## src/rtl/poly_song_reader.sv

```systemverilog
// Song reader: walks one song of an external synchronous ROM and dispatches
// note entries to a bank of VOICES note players, with timed waits, pause and loop.
module poly_song_reader #(
  parameter int SONG_SEL_W = 2,
  parameter int ADDR_W     = 5,
  parameter int NOTE_W     = 6,
  parameter int DUR_W      = 6,
  parameter int VOICES     = 3,
  parameter int VOICE_W    = 2
) (
  input  logic                         clk,
  input  logic                         reset,
  input  logic                         play,
  input  logic                         loop,
  input  logic [SONG_SEL_W-1:0]        song,
  input  logic                         beat_tick,
  input  logic [VOICES-1:0]            voice_busy,
  output logic [SONG_SEL_W+ADDR_W-1:0] rom_addr,
  input  logic [NOTE_W+DUR_W+VOICE_W:0] rom_data,
  output logic [NOTE_W-1:0]            note,
  output logic [DUR_W-1:0]             duration,
  output logic [VOICE_W-1:0]           voice,
  output logic                         new_note,
  output logic                         song_done,
  output logic                         playing,
  output logic [2:0]                   dbg_state
);

  localparam int PAD_W = 1 << VOICE_W;

  typedef enum logic [2:0] {
    S_PAUSED = 3'd0,
    S_FETCH  = 3'd1,
    S_DECODE = 3'd2,
    S_ISSUE  = 3'd3,
    S_WAIT   = 3'd4,
    S_INCR   = 3'd5
  } state_t;

  state_t                  state_q, state_d;
  logic [ADDR_W-1:0]       idx_q, idx_d;
  logic [DUR_W-1:0]        wait_q, wait_d;
  logic [SONG_SEL_W-1:0]   song_q, song_d;
  logic [NOTE_W-1:0]       ent_note_q, ent_note_d;
  logic [DUR_W-1:0]        ent_dur_q, ent_dur_d;
  logic [VOICE_W-1:0]      ent_voice_q, ent_voice_d;
  logic [NOTE_W-1:0]       note_q, note_d;
  logic [DUR_W-1:0]        dur_q, dur_d;
  logic [VOICE_W-1:0]      voice_q, voice_d;
  logic                    new_note_q, new_note_d;
  logic                    song_done_q, song_done_d;

  logic                    rd_is_wait;
  logic [NOTE_W-1:0]       rd_note;
  logic [DUR_W-1:0]        rd_dur;
  logic [VOICE_W-1:0]      rd_voice;
  logic                    rd_voice_bad;
  logic [PAD_W-1:0]        busy_pad;

  assign rd_is_wait   = rom_data[NOTE_W+DUR_W+VOICE_W];
  assign rd_note      = rom_data[DUR_W+VOICE_W +: NOTE_W];
  assign rd_dur       = rom_data[VOICE_W +: DUR_W];
  assign rd_voice     = rom_data[VOICE_W-1:0];
  assign rd_voice_bad = ({1'b0, rd_voice} >= (VOICE_W+1)'(VOICES));
  // Padding lets the full voice field index the busy vector safely.
  assign busy_pad     = PAD_W'(voice_busy);

  // Handshake toward the players: new_note acts as valid for note/duration/voice
  // toward voice, and ~voice_busy[voice] acts as ready; a note is issued only in
  // a cycle where the target voice is not busy, and it is never withdrawn except
  // by pause or song change, which abandon the entry before it is issued.
  always_comb begin
    state_d     = state_q;
    idx_d       = idx_q;
    wait_d      = wait_q;
    song_d      = song_q;
    ent_note_d  = ent_note_q;
    ent_dur_d   = ent_dur_q;
    ent_voice_d = ent_voice_q;
    note_d      = note_q;
    dur_d       = dur_q;
    voice_d     = voice_q;
    new_note_d  = 1'b0;
    song_done_d = 1'b0;

    if (state_q != S_PAUSED && !play) begin
      state_d = S_PAUSED;
    end else if (state_q != S_PAUSED && song != song_q) begin
      state_d = S_FETCH;
      idx_d   = '0;
      wait_d  = '0;
      song_d  = song;
    end else begin
      case (state_q)
        S_PAUSED: begin
          if (play) begin
            song_d  = song;
            state_d = (wait_q != '0) ? S_WAIT : S_FETCH;
          end
        end
        S_FETCH: begin
          state_d = S_DECODE;
        end
        S_DECODE: begin
          ent_note_d  = rd_note;
          ent_dur_d   = rd_dur;
          ent_voice_d = rd_voice;
          if (rd_is_wait) begin
            if (rd_dur == '0) begin
              state_d = S_INCR;
            end else begin
              wait_d  = rd_dur;
              state_d = S_WAIT;
            end
          end else if (rd_voice_bad) begin
            state_d = S_INCR;
          end else begin
            state_d = S_ISSUE;
          end
        end
        S_ISSUE: begin
          if (!busy_pad[ent_voice_q]) begin
            new_note_d = 1'b1;
            note_d     = ent_note_q;
            dur_d      = ent_dur_q;
            voice_d    = ent_voice_q;
            state_d    = S_INCR;
          end
        end
        S_WAIT: begin
          if (wait_q == '0) begin
            state_d = S_INCR;
          end else if (beat_tick) begin
            wait_d = wait_q - DUR_W'(1);
            if (wait_q == DUR_W'(1)) begin
              state_d = S_INCR;
            end
          end
        end
        S_INCR: begin
          idx_d = idx_q + ADDR_W'(1);
          if (idx_q == '1) begin
            song_done_d = 1'b1;
            if (loop) begin
              state_d = S_FETCH;
            end else begin
              state_d = S_PAUSED;
              wait_d  = '0;
            end
          end else begin
            state_d = S_FETCH;
          end
        end
        default: begin
          state_d = S_PAUSED;
        end
      endcase
    end
  end

  always_ff @(posedge clk) begin
    if (reset) begin
      state_q     <= S_PAUSED;
      idx_q       <= '0;
      wait_q      <= '0;
      song_q      <= '0;
      ent_note_q  <= '0;
      ent_dur_q   <= '0;
      ent_voice_q <= '0;
      note_q      <= '0;
      dur_q       <= '0;
      voice_q     <= '0;
      new_note_q  <= 1'b0;
      song_done_q <= 1'b0;
    end else begin
      state_q     <= state_d;
      idx_q       <= idx_d;
      wait_q      <= wait_d;
      song_q      <= song_d;
      ent_note_q  <= ent_note_d;
      ent_dur_q   <= ent_dur_d;
      ent_voice_q <= ent_voice_d;
      note_q      <= note_d;
      dur_q       <= dur_d;
      voice_q     <= voice_d;
      new_note_q  <= new_note_d;
      song_done_q <= song_done_d;
    end
  end

  assign rom_addr  = {song_q, idx_q};
  assign note      = note_q;
  assign duration  = dur_q;
  assign voice     = voice_q;
  assign new_note  = new_note_q;
  assign song_done = song_done_q;
  assign playing   = (state_q != S_PAUSED);
  assign dbg_state = state_q;

endmodule

```

## config.mk

```make
export PLATFORM = sky130hd
export DESIGN_NAME = poly_song_reader
export DESIGN_NICKNAME = d
export VERILOG_FILES = /design/src/rtl/poly_song_reader.sv
export SDC_FILE = /design/constraint.sdc
export NUM_CORES = 1
export LEC_CHECK = 0
export CAP_MARGIN = 20
export CORE_ASPECT_RATIO = 1.75
export CORE_MARGIN = 2
export CORE_UTILIZATION = 30
export CTS_CLUSTER_DIAMETER = 100
export DETAILED_ROUTE_END_ITERATION = 12
export PLACE_DENSITY = 0.5
export REMOVE_ABC_BUFFERS = 1
export SYNTH_ARGS = -nofsm -noshare
export SYNTH_HDL_FRONTEND = slang
export SYNTH_SLANG_ARGS = --single-unit
export TNS_END_PERCENT = 100
```

## constraint.sdc

```tcl
create_clock -name clk -period 2.6 [get_ports clk]
set_clock_uncertainty 0.1 [all_clocks]
set_input_delay 0.52 -clock clk [delete_from_list [all_inputs] [get_ports clk]]
set_output_delay 0.52 -clock clk [all_outputs]
set_load 0.005 [all_outputs]
```

Yosys cells after proc, flatten, opt, wreduce, memory -nomap -nowiden
Index checks and enable logic that the tools add are counted.
{"block": "word_totals", "register_bits": 46, "in_bits": 25, "out_inout_bits": 27, "elab_cells": 97}
{"block": "op_classes", "addsub": 2, "n_lt_le_gt_ge": 2, "eq_ne": 22, "n_mux": 30, "bitwise_logic": 5, "n_reduce_logical": 23}
{"op": "$mux W6", "count": 7}
{"op": "$ne A3 B3 Y1 const B", "count": 10}
{"op": "$mux W3", "count": 9}
{"op": "$pmux W3 S6", "count": 1}
{"op": "$pmux W6 S3", "count": 1}
{"op": "$logic_not A6 Y1", "count": 2}
{"op": "$reduce_and A4 Y1", "count": 3}
{"op": "$mux W5", "count": 2}
{"op": "$ne A4 B4 Y1 const B", "count": 2}
{"op": "$reduce_and A8 Y1", "count": 1}
{"op": "$reduce_or A4 Y1", "count": 2}
{"op": "$eq A3 B2 Y1 const B", "count": 2}
{"op": "$eq A3 B3 Y1 const B", "count": 2}
{"op": "$eq A6 B1 Y1 const B", "count": 1}
{"op": "$mux W1", "count": 6}
{"op": "$mux W2", "count": 3}
{"op": "$reduce_and A3 Y1", "count": 2}
{"op": "$reduce_bool A2 Y1", "count": 3}
{"op": "$reduce_bool A6 Y1", "count": 1}
{"op": "$sub A6 B1 Y6 const B", "count": 1}
{"op": "$add A5 B1 Y5 const B", "count": 1}
{"op": "$eq A5 B5 Y1 const B", "count": 1}
{"op": "$not A1 Y1", "count": 5}
{"op": "$ne A2 B2 Y1 const B", "count": 2}
{"op": "13 further kinds", "count": 14}

Logic depth before layout (Yosys ltp)
Gate-level depths: netlist of run 1.
{"block": "depth", "word_depth": 6, "depth_mapped": 8, "mapped_depth_nobuf": 8}

Worst setup path after synthesis of run 1
Ideal clock, no wire load.
{"block": "synth_path", "path_kind": "in2reg", "start": "input port rom_data[5]", "end": "register wait_q[5]", "setup_time_ns": 0.132, "t_arrival_ns": 1.931, "required_time_ns": 2.368, "slack_ns": 0.437, "stages": 5, "path_buffers": 0, "path_cell_list": "or4_1 > o31a_1 > a221o_2 > a21oi_1 > a311oi_1"}
{"block": "synth_via", "elab_chain_cells": 3}
{"item": "from (decl)", "line": "19", "source": "input logic [NOTE_W+DUR_W+VOICE_W:0] rom_data,"}
{"item": "$logic_not A6 Y1", "line": "109", "source": "if (rd_dur == '0) begin"}
{"item": "$ne A3 B3 Y1 (no line)"}
{"item": "$reduce_and A8 Y1 (no line)"}
{"item": "to (signal assigned)", "line": "178", "source": "wait_q <= wait_d;"}
{"item": "to (decl)", "line": "42", "source": "logic [DUR_W-1:0] wait_q, wait_d;"}
No other way between the ends.
A chain may end at the register's enable or synchronous reset.

Worst setup path in the final report of run 1
Same ends and word-level chain as after synthesis.

==> reports/summary.md, run 1 <==
### Power and ir drop
- 36.0% — net switching share of the total power
- 26.1% — Clock Power Share
- 0.698 mV — Peak VDD IR
- 1.02 mW — Net Sw Power
- 900 nW/um^2 — power per cell area
- 42.4% — Gate power share
- 1.15 nW — standby leakage power
- 1.80 mW — Int Power
- 31.5% — register share of total power

### Placed design
- 51 — count of buffers from port buffering
- 2960 sq um — Placed Area
- 4530 um — total half-perimeter wirelength after legalization and detailed placement
- 0.824 — Final Wtd Congestion
- 385 — instance count after placement with tap cells included

### Clock tree
- done — clock tree from TritonCTS
- 2 — maximum clock insertion buffer count
- 5 — CTS buffer count
- 2 — htree depth
- 46 — number of sinks on the clock net
- 0.30 ns — insertion delay of the later-clocked pin in the worst-skew pair
- clkbuf_16 — cell at the root of the clock tree
- 0.06 ns — clock slew at reported path FFs

### Job
- 0 — number of max-cap violations

### Critical path
- or4_1 — master of the slowest instance on the critical path
- 2.45 ns — Crit path arrival time
- 6 — CP Max Fanout
- register — category of the worst setup path capture point
- 2.66 ns — required time worst endpoint
- primary input — type of element launching the critical path
- clkdlybuf4s50_1 > or4_1 > o31a_1 > a221o_2 > a21oi_1 > a311oi_1 — cells along the critical path
- 0.53 ns — slowest stage delay, CP
- in2reg — category of the most critical setup path

### Timing
- 91.9% — crit share post-route
- 0.419 GHz — upper clock frequency limit
- 0 — final count of negative-setup-slack endpoints
- 75.7% — slew margin rel.
- 0.364 ns — Tightest Pin Transition
- 0 — final count of hold timing violations
- 2.39 ns — crit path time final
- 0 — max-slew violation count
- no — RSZ-0062 raised after global routing

### Route
- 5990 um — final wirelength
- 15.2 um — average routed wire per standard cell
- 0 — Routed Antenna Nets
- 0 — DRC violations left
- 4 — iteration count of the initial detailed-routing pass
- 70 — starting DRC count in detailed routing
- 1,972 — number of vias after detailed routing
- 5.02 — per-cell via count in the routed design

### Floorplan
- 41 — number of placement rows
- 8270 sq um — Total Die Area
- 69.6 um — Die X
- 52 — I/O pin total
- 31.0% — starting density of the core
- 119 um — Chip Height
- 7280 sq um — Core Region

### Finish
- 38.6% — Area Growth Syn to Fin
- 12.1% — fraction of final layout cells with drive strength greater than 1
- 0 — # diodes
- 3130 sq um — Non-Filler Cell Area, Final
- 747 — fill cell instance count of the final layout
- 336 — post-layout net count
- 393 — number of standard cells in the layout, taps in and fillers out

### Global route
- 0 — leftover overflow at the end of global routing
- 2,021 — number of global-route vias before repair
- 0 — antenna violations before repair
- 15.4% — global-route total usage across every layer
- 10,100 um — global-route wire length before repair
- 23 — maximum number of pins on one net before global-route repair

### Synth
- 9.30 sq um — mean post-synth cell area
- dfxtp_1, mux2i_1, nor2_1 — cell types occupying the most area after synthesis
- dfxtp_1 — Synth Flop Type
- 0 — EDFF count, synth
- 0% — Post-synth ARST share
- 46 — flop and latch count out of synthesis
- dfxtp_1 — most common cell in the synthesized netlist
- 243 — post-synthesis cell count
- 55 — count of different cell masters after synthesis
- dfxtp_1, nor2_1, mux2i_1 — leading cell types by count after synthesis
- 40.7% — proportion of netlist area held by the largest area contributor
- 40.7% — portion of the post-synthesis area used by sequential elements
- dfxtp_1 — Synth area leader
- 2260 sq um — cell area after technology mapping
- 0 — yosys warns

### Outcome
- finished, final reports clean — status

### Hold path
- reg2reg — class of the most critical hold timing path

## metal layers
metal	part of all wire [%]	vias to the layer above	global-route usage, %
li1	-	991	-
met1	40	914	16.6
met2	53	56	27.8
met3	4.8	11	4.23
met4	2.1	0	6.61
met5	0	-	0
## power groups by stage
stage	Combinational (mW)	Sequential [mW]	Clock [mW]
5_1_grt	1.33	0.904	0.771
2_1_floorplan	0.759	0.898	0
6_report	1.20	0.887	0.736
3_5_place_dp	1.18	0.901	0
4_1_cts	1.19	0.886	0.752
3_3_place_gp	1.19	0.898	0
## cell type report
class | instances | area [sq um] | area share [%]
well taps | 86 | 108 | 3.43
multi-input cells | 176 | 1240 | 39.6
clock inverters | 2 | 37.5 | 1.20
inverters | 9 | 33.8 | 1.08
clock buffers | 6 | 129 | 4.11
repair buffers | 68 | 663 | 21.2
flip-flops and latches | 46 | 921 | 29.4
## cells in the final DEF (no fill, tap or decap), types with 3 or more instances in the layout
cell,instances
o22ai_1,3
inv_1,9
or4_1,3
o21ai_0,4
xor2_1,3
buf_4,15
ha_1,5
clkbuf_16,5
nand2b_1,4
mux2i_1,31
clkdlybuf4s50_1,51
a22oi_1,3
nor2_1,42
nor3_1,5
and3_1,3
nor2b_1,3
a211oi_1,5
dfxtp_1,46
a21oi_1,15
## through the flow
step                      utilization, %  hold WS (ns)  setup TNS [ns]  setup WS, ns  total power, mW
after floorplan                        -         0.360               0         0.437             1.66
after global placement              40.7         0.373          -0.434       -0.0780             2.09
after detailed placement            40.7         0.383          -0.578        -0.103             2.09
after CTS                           42.9         0.402               0        0.0693             2.83
after global routing                43.0         0.431               0         0.128             3.00
final                               43.0         0.397               0         0.211             2.82
## critical path: cells and delay by family
family	cells	cell delay (ns)
AND/OR/NAND/NOR	1	0.53
AO/OA/AOI/OAI	4	0.96
buffers and inverters	1	0.44
## registers in the layout, summed over array words and instances, names as in the netlist
register / count
voice: 2
duration: 6
wait_q: 6
note: 6
ent_dur_q: 6
ent_voice_q: 2
ent_note_q: 6
new_note: 1
dbg_state: 3
song_q: 2
song_done: 1
idx_q: 5
## path summary, 6_finish.rpt
| path | start | to | cells past startpoint | slack [ns] |
|---|---|---|---|---|
| worst max register to register | idx_q[0] | wait_q[5] | 9 | 0.50 |
| worst min-delay path | ent_dur_q[2] | ent_dur_q[2] | 2 | 0.40 |
| worst max-delay path | rom_data[5] | wait_q[5] | 6 | 0.21 |
| worst min register to register | ent_dur_q[2] | ent_dur_q[2] | 2 | 0.40 |
## logic make-up (layout without fill, tap and decap cells)
family                     count (synthesis)  in the layout  share of synthesized area [%]
DFF                                       46             46                           40.7
and+or+nand+nor                           80             80                           18.3
muxes                                     32             32                           14.2
buffers and inverters                     21             85                           4.59
AOI/OAI and AO/OA                         52             52                           16.0
adders and majority gates                  5              5                           2.77
xor gates and xnor gates                   7              7                           3.38
## repair_timing
action	CTS	global route
resized for setup	0	1
setup buffers	0	0
hold buffers	0	0
endpoints found under the setup margin	0	1
Power figures use the tool's default switching activity.
==> run 2, diff against run 1 <==
--- a/config.mk
+++ b/config.mk
@@ -9,6 +9,7 @@
 export CORE_ASPECT_RATIO = 1.75
 export CORE_MARGIN = 2
 export CORE_UTILIZATION = 30
+export CTS_BUF_LIST = sky130_fd_sc_hd__clkbuf_8
 export CTS_CLUSTER_DIAMETER = 100
 export DETAILED_ROUTE_END_ITERATION = 12
 export PLACE_DENSITY = 0.5
==> run 2 against run 1 <==
Net effect:
- setup slack better by 0.028 ns
- fmax is 1.2% higher
- global-route usage hardly changed
- clock power is 26% lower
- sequential power hardly changed
- total power is 7.2% lower
- final area is 1.8% lower
- wire length is 0.58% lower
- critical path type unchanged
- combinational power hardly changed
- cell count stayed put
==> reports/summary.md, run 2 (synthesis gave the netlist of run 1 again) <==
### Outcome
- finished, final reports clean — status

### Finish
- clkdlybuf4s50_1, dfxtp_1, nor2_1 — highest-count cells in the layout ignoring fill and taps
- 393 — number of standard cells in the layout, taps in and fillers out, unchanged
- 0 — # diodes, unchanged
- 3080 sq um — Non-Filler Cell Area, Final, -1.8%
- 12.1% — fraction of final layout cells with drive strength greater than 1, unchanged
- 42.2% — final design utilization, -0.77 points
- clkdlybuf4s50_1 — commonest non-fill, non-tap cell in the layout
- 336 — post-layout net count, unchanged
- 36.1% — Area Growth Syn to Fin

### Timing
- 0.402 ns — Worst Hold Margin, +0.00490 ns
- 0 — max-slew violation count, unchanged
- no — RSZ-0062 raised after global routing
- 0.375 ns — Tightest Pin Transition, +0.0103 ns
- 0 ns — final-layout setup total negative slack, unchanged
- 2.36 ns — crit path time final, -0.0281 ns
- 75.0% — slew margin rel., -0.69 points
- 0 — final count of hold timing violations, unchanged
- 0.239 ns — worst setup margin, +0.0281 ns
- 0 — final count of negative-setup-slack endpoints, unchanged
- 90.8% — crit share post-route, -1.1 points
- 0.424 GHz — upper clock frequency limit, +1.2%

### Power and ir drop
- 2.62 mW — Pwr Total, -7.2%
- 851 nW/um^2 — power per cell area, -5.5%
- 0.438 mV — Peak VDD IR, -37%
- 1.12 nW — standby leakage power, -1.9%

### Clock tree
- 5 — CTS buffer count, unchanged
- done — clock tree from TritonCTS
- 0.09 ns — clock slew at reported path FFs, +0.03 ns
- 46 — number of sinks on the clock net, unchanged
- 2 — maximum clock insertion buffer count, unchanged
- 2 — htree depth, unchanged
- clkbuf_8 — cell at the root of the clock tree
- 0 — Hold Buf Count CTS, unchanged
- 0.32 ns — insertion delay of the later-clocked pin in the worst-skew pair, +0.02 ns

### Placed design
- 51 — count of buffers from port buffering, unchanged
- -0.103 ns — Post-Place Setup Slack, unchanged
- 2960 sq um — Placed Area, unchanged
- 4530 um — total half-perimeter wirelength after legalization and detailed placement, unchanged
- 0.824 — Final Wtd Congestion, unchanged
- 385 — instance count after placement with tap cells included, unchanged

### Hold path
- reg2reg — class of the most critical hold timing path

### Route
- 5950 um — final wirelength, -0.58%
- 0 — DRC violations left, unchanged
- 5 — iteration count of the initial detailed-routing pass, +1
- 1,954 — number of vias after detailed routing, -0.91%
- 15.2 um — average routed wire per standard cell, -0.58%
- 0 — Routed Antenna Nets, unchanged
- 75 — starting DRC count in detailed routing, +7.1%
- 4.97 — per-cell via count in the routed design, -0.91%

### Global route
- 2,019 — number of global-route vias before repair, -0.099%
- 15.4% — global-route total usage across every layer, +0.017 points
- 0 — leftover overflow at the end of global routing, unchanged
- 23 — maximum number of pins on one net before global-route repair, unchanged
- 0 — antenna violations before repair, unchanged
- 10,200 um — global-route wire length before repair, +0.27%

### Critical path
- in2reg — category of the most critical setup path
- or4_1 — master of the slowest instance on the critical path
- 6 — CP Max Fanout, unchanged
- 2.69 ns — required time worst endpoint, +0.03 ns
- register — category of the worst setup path capture point
- 2.45 ns — Crit path arrival time, about the same
- compound AO/OA/AOI/OAI gates — largest delay contributor family on the critical path
- clkdlybuf4s50_1 > or4_1 > o31a_1 > a221o_2 > a21oi_1 > a211oi_1 — cells along the critical path
- 1 — worst path buffer plus inverter count, unchanged
- primary input — type of element launching the critical path
- 0.53 ns — slowest stage delay, CP, about the same

### Job
- 0 — number of max-cap violations, unchanged

### Floorplan
- 52 — I/O pin total, unchanged
- 69.6 um — Die X, unchanged
- 31.0% — starting density of the core, unchanged
- 41 — number of placement rows, unchanged
- 8270 sq um — Total Die Area, unchanged
- 119 um — Chip Height, unchanged
- 7280 sq um — Core Region, unchanged

-- run 2: cell count changes in the layout (fill, tap and decap cells not counted) --
cell / previous run / this run
clkbuf_1: 1 / 0
inv_1: 9 / 10
clkbuf_8: 0 / 5
clkbuf_16: 5 / 0
-- run 2: report_power, final --
part           internal (mW)  switching, mW  total (mW)  leakage [nW]
registers              0.790         0.0958       0.886         0.373
logic                  0.558          0.629        1.19         0.696
clock network          0.283          0.261       0.544        0.0556
total                   1.63          0.986        2.62          1.12
-- run 2: area by class of cell --
class | instances | area (sq um)
tap | 86 | 108
clock inverter | 3 | 41.3
clock buffer | 5 | 68.8
inverter | 9 | 33.8
timing repair buffer | 68 | 663
fill | 760 | 4210
multi-input combinational | 176 | 1240
sequential | 46 | 921
-- run 2: final timing paths --
check              startpoint   endpoint  slack [ns]  depth (start not counted)
setup / recovery  rom_data[5]  wait_q[4]        0.24                          6
hold / removal        note[3]    note[3]        0.40                          2
setup reg to reg     idx_q[0]  wait_q[4]        0.49                          9
hold reg to reg       note[3]    note[3]        0.40                          2
-- run 2: metal layers --
metal	up-vias	wire length [um]	global-route usage, %
met1	899	2360	16.6
met2	53	3110	27.9
met4	0	190	7.09
li1	991	-	-
met3	11	290	3.72
met5	-	0	0
-- run 2: timing repair --
item / CTS / global route
endpoints found under the setup margin: 0 / 1
setup buffers: 0 / 0
gates resized for setup: 0 / 1
-- run 2: worst min-delay path, stage by stage (launching register included) --
cell and delay, ns:
dfxtp_1 0.33, mux2i_1 0.06, nor2_1 0.07
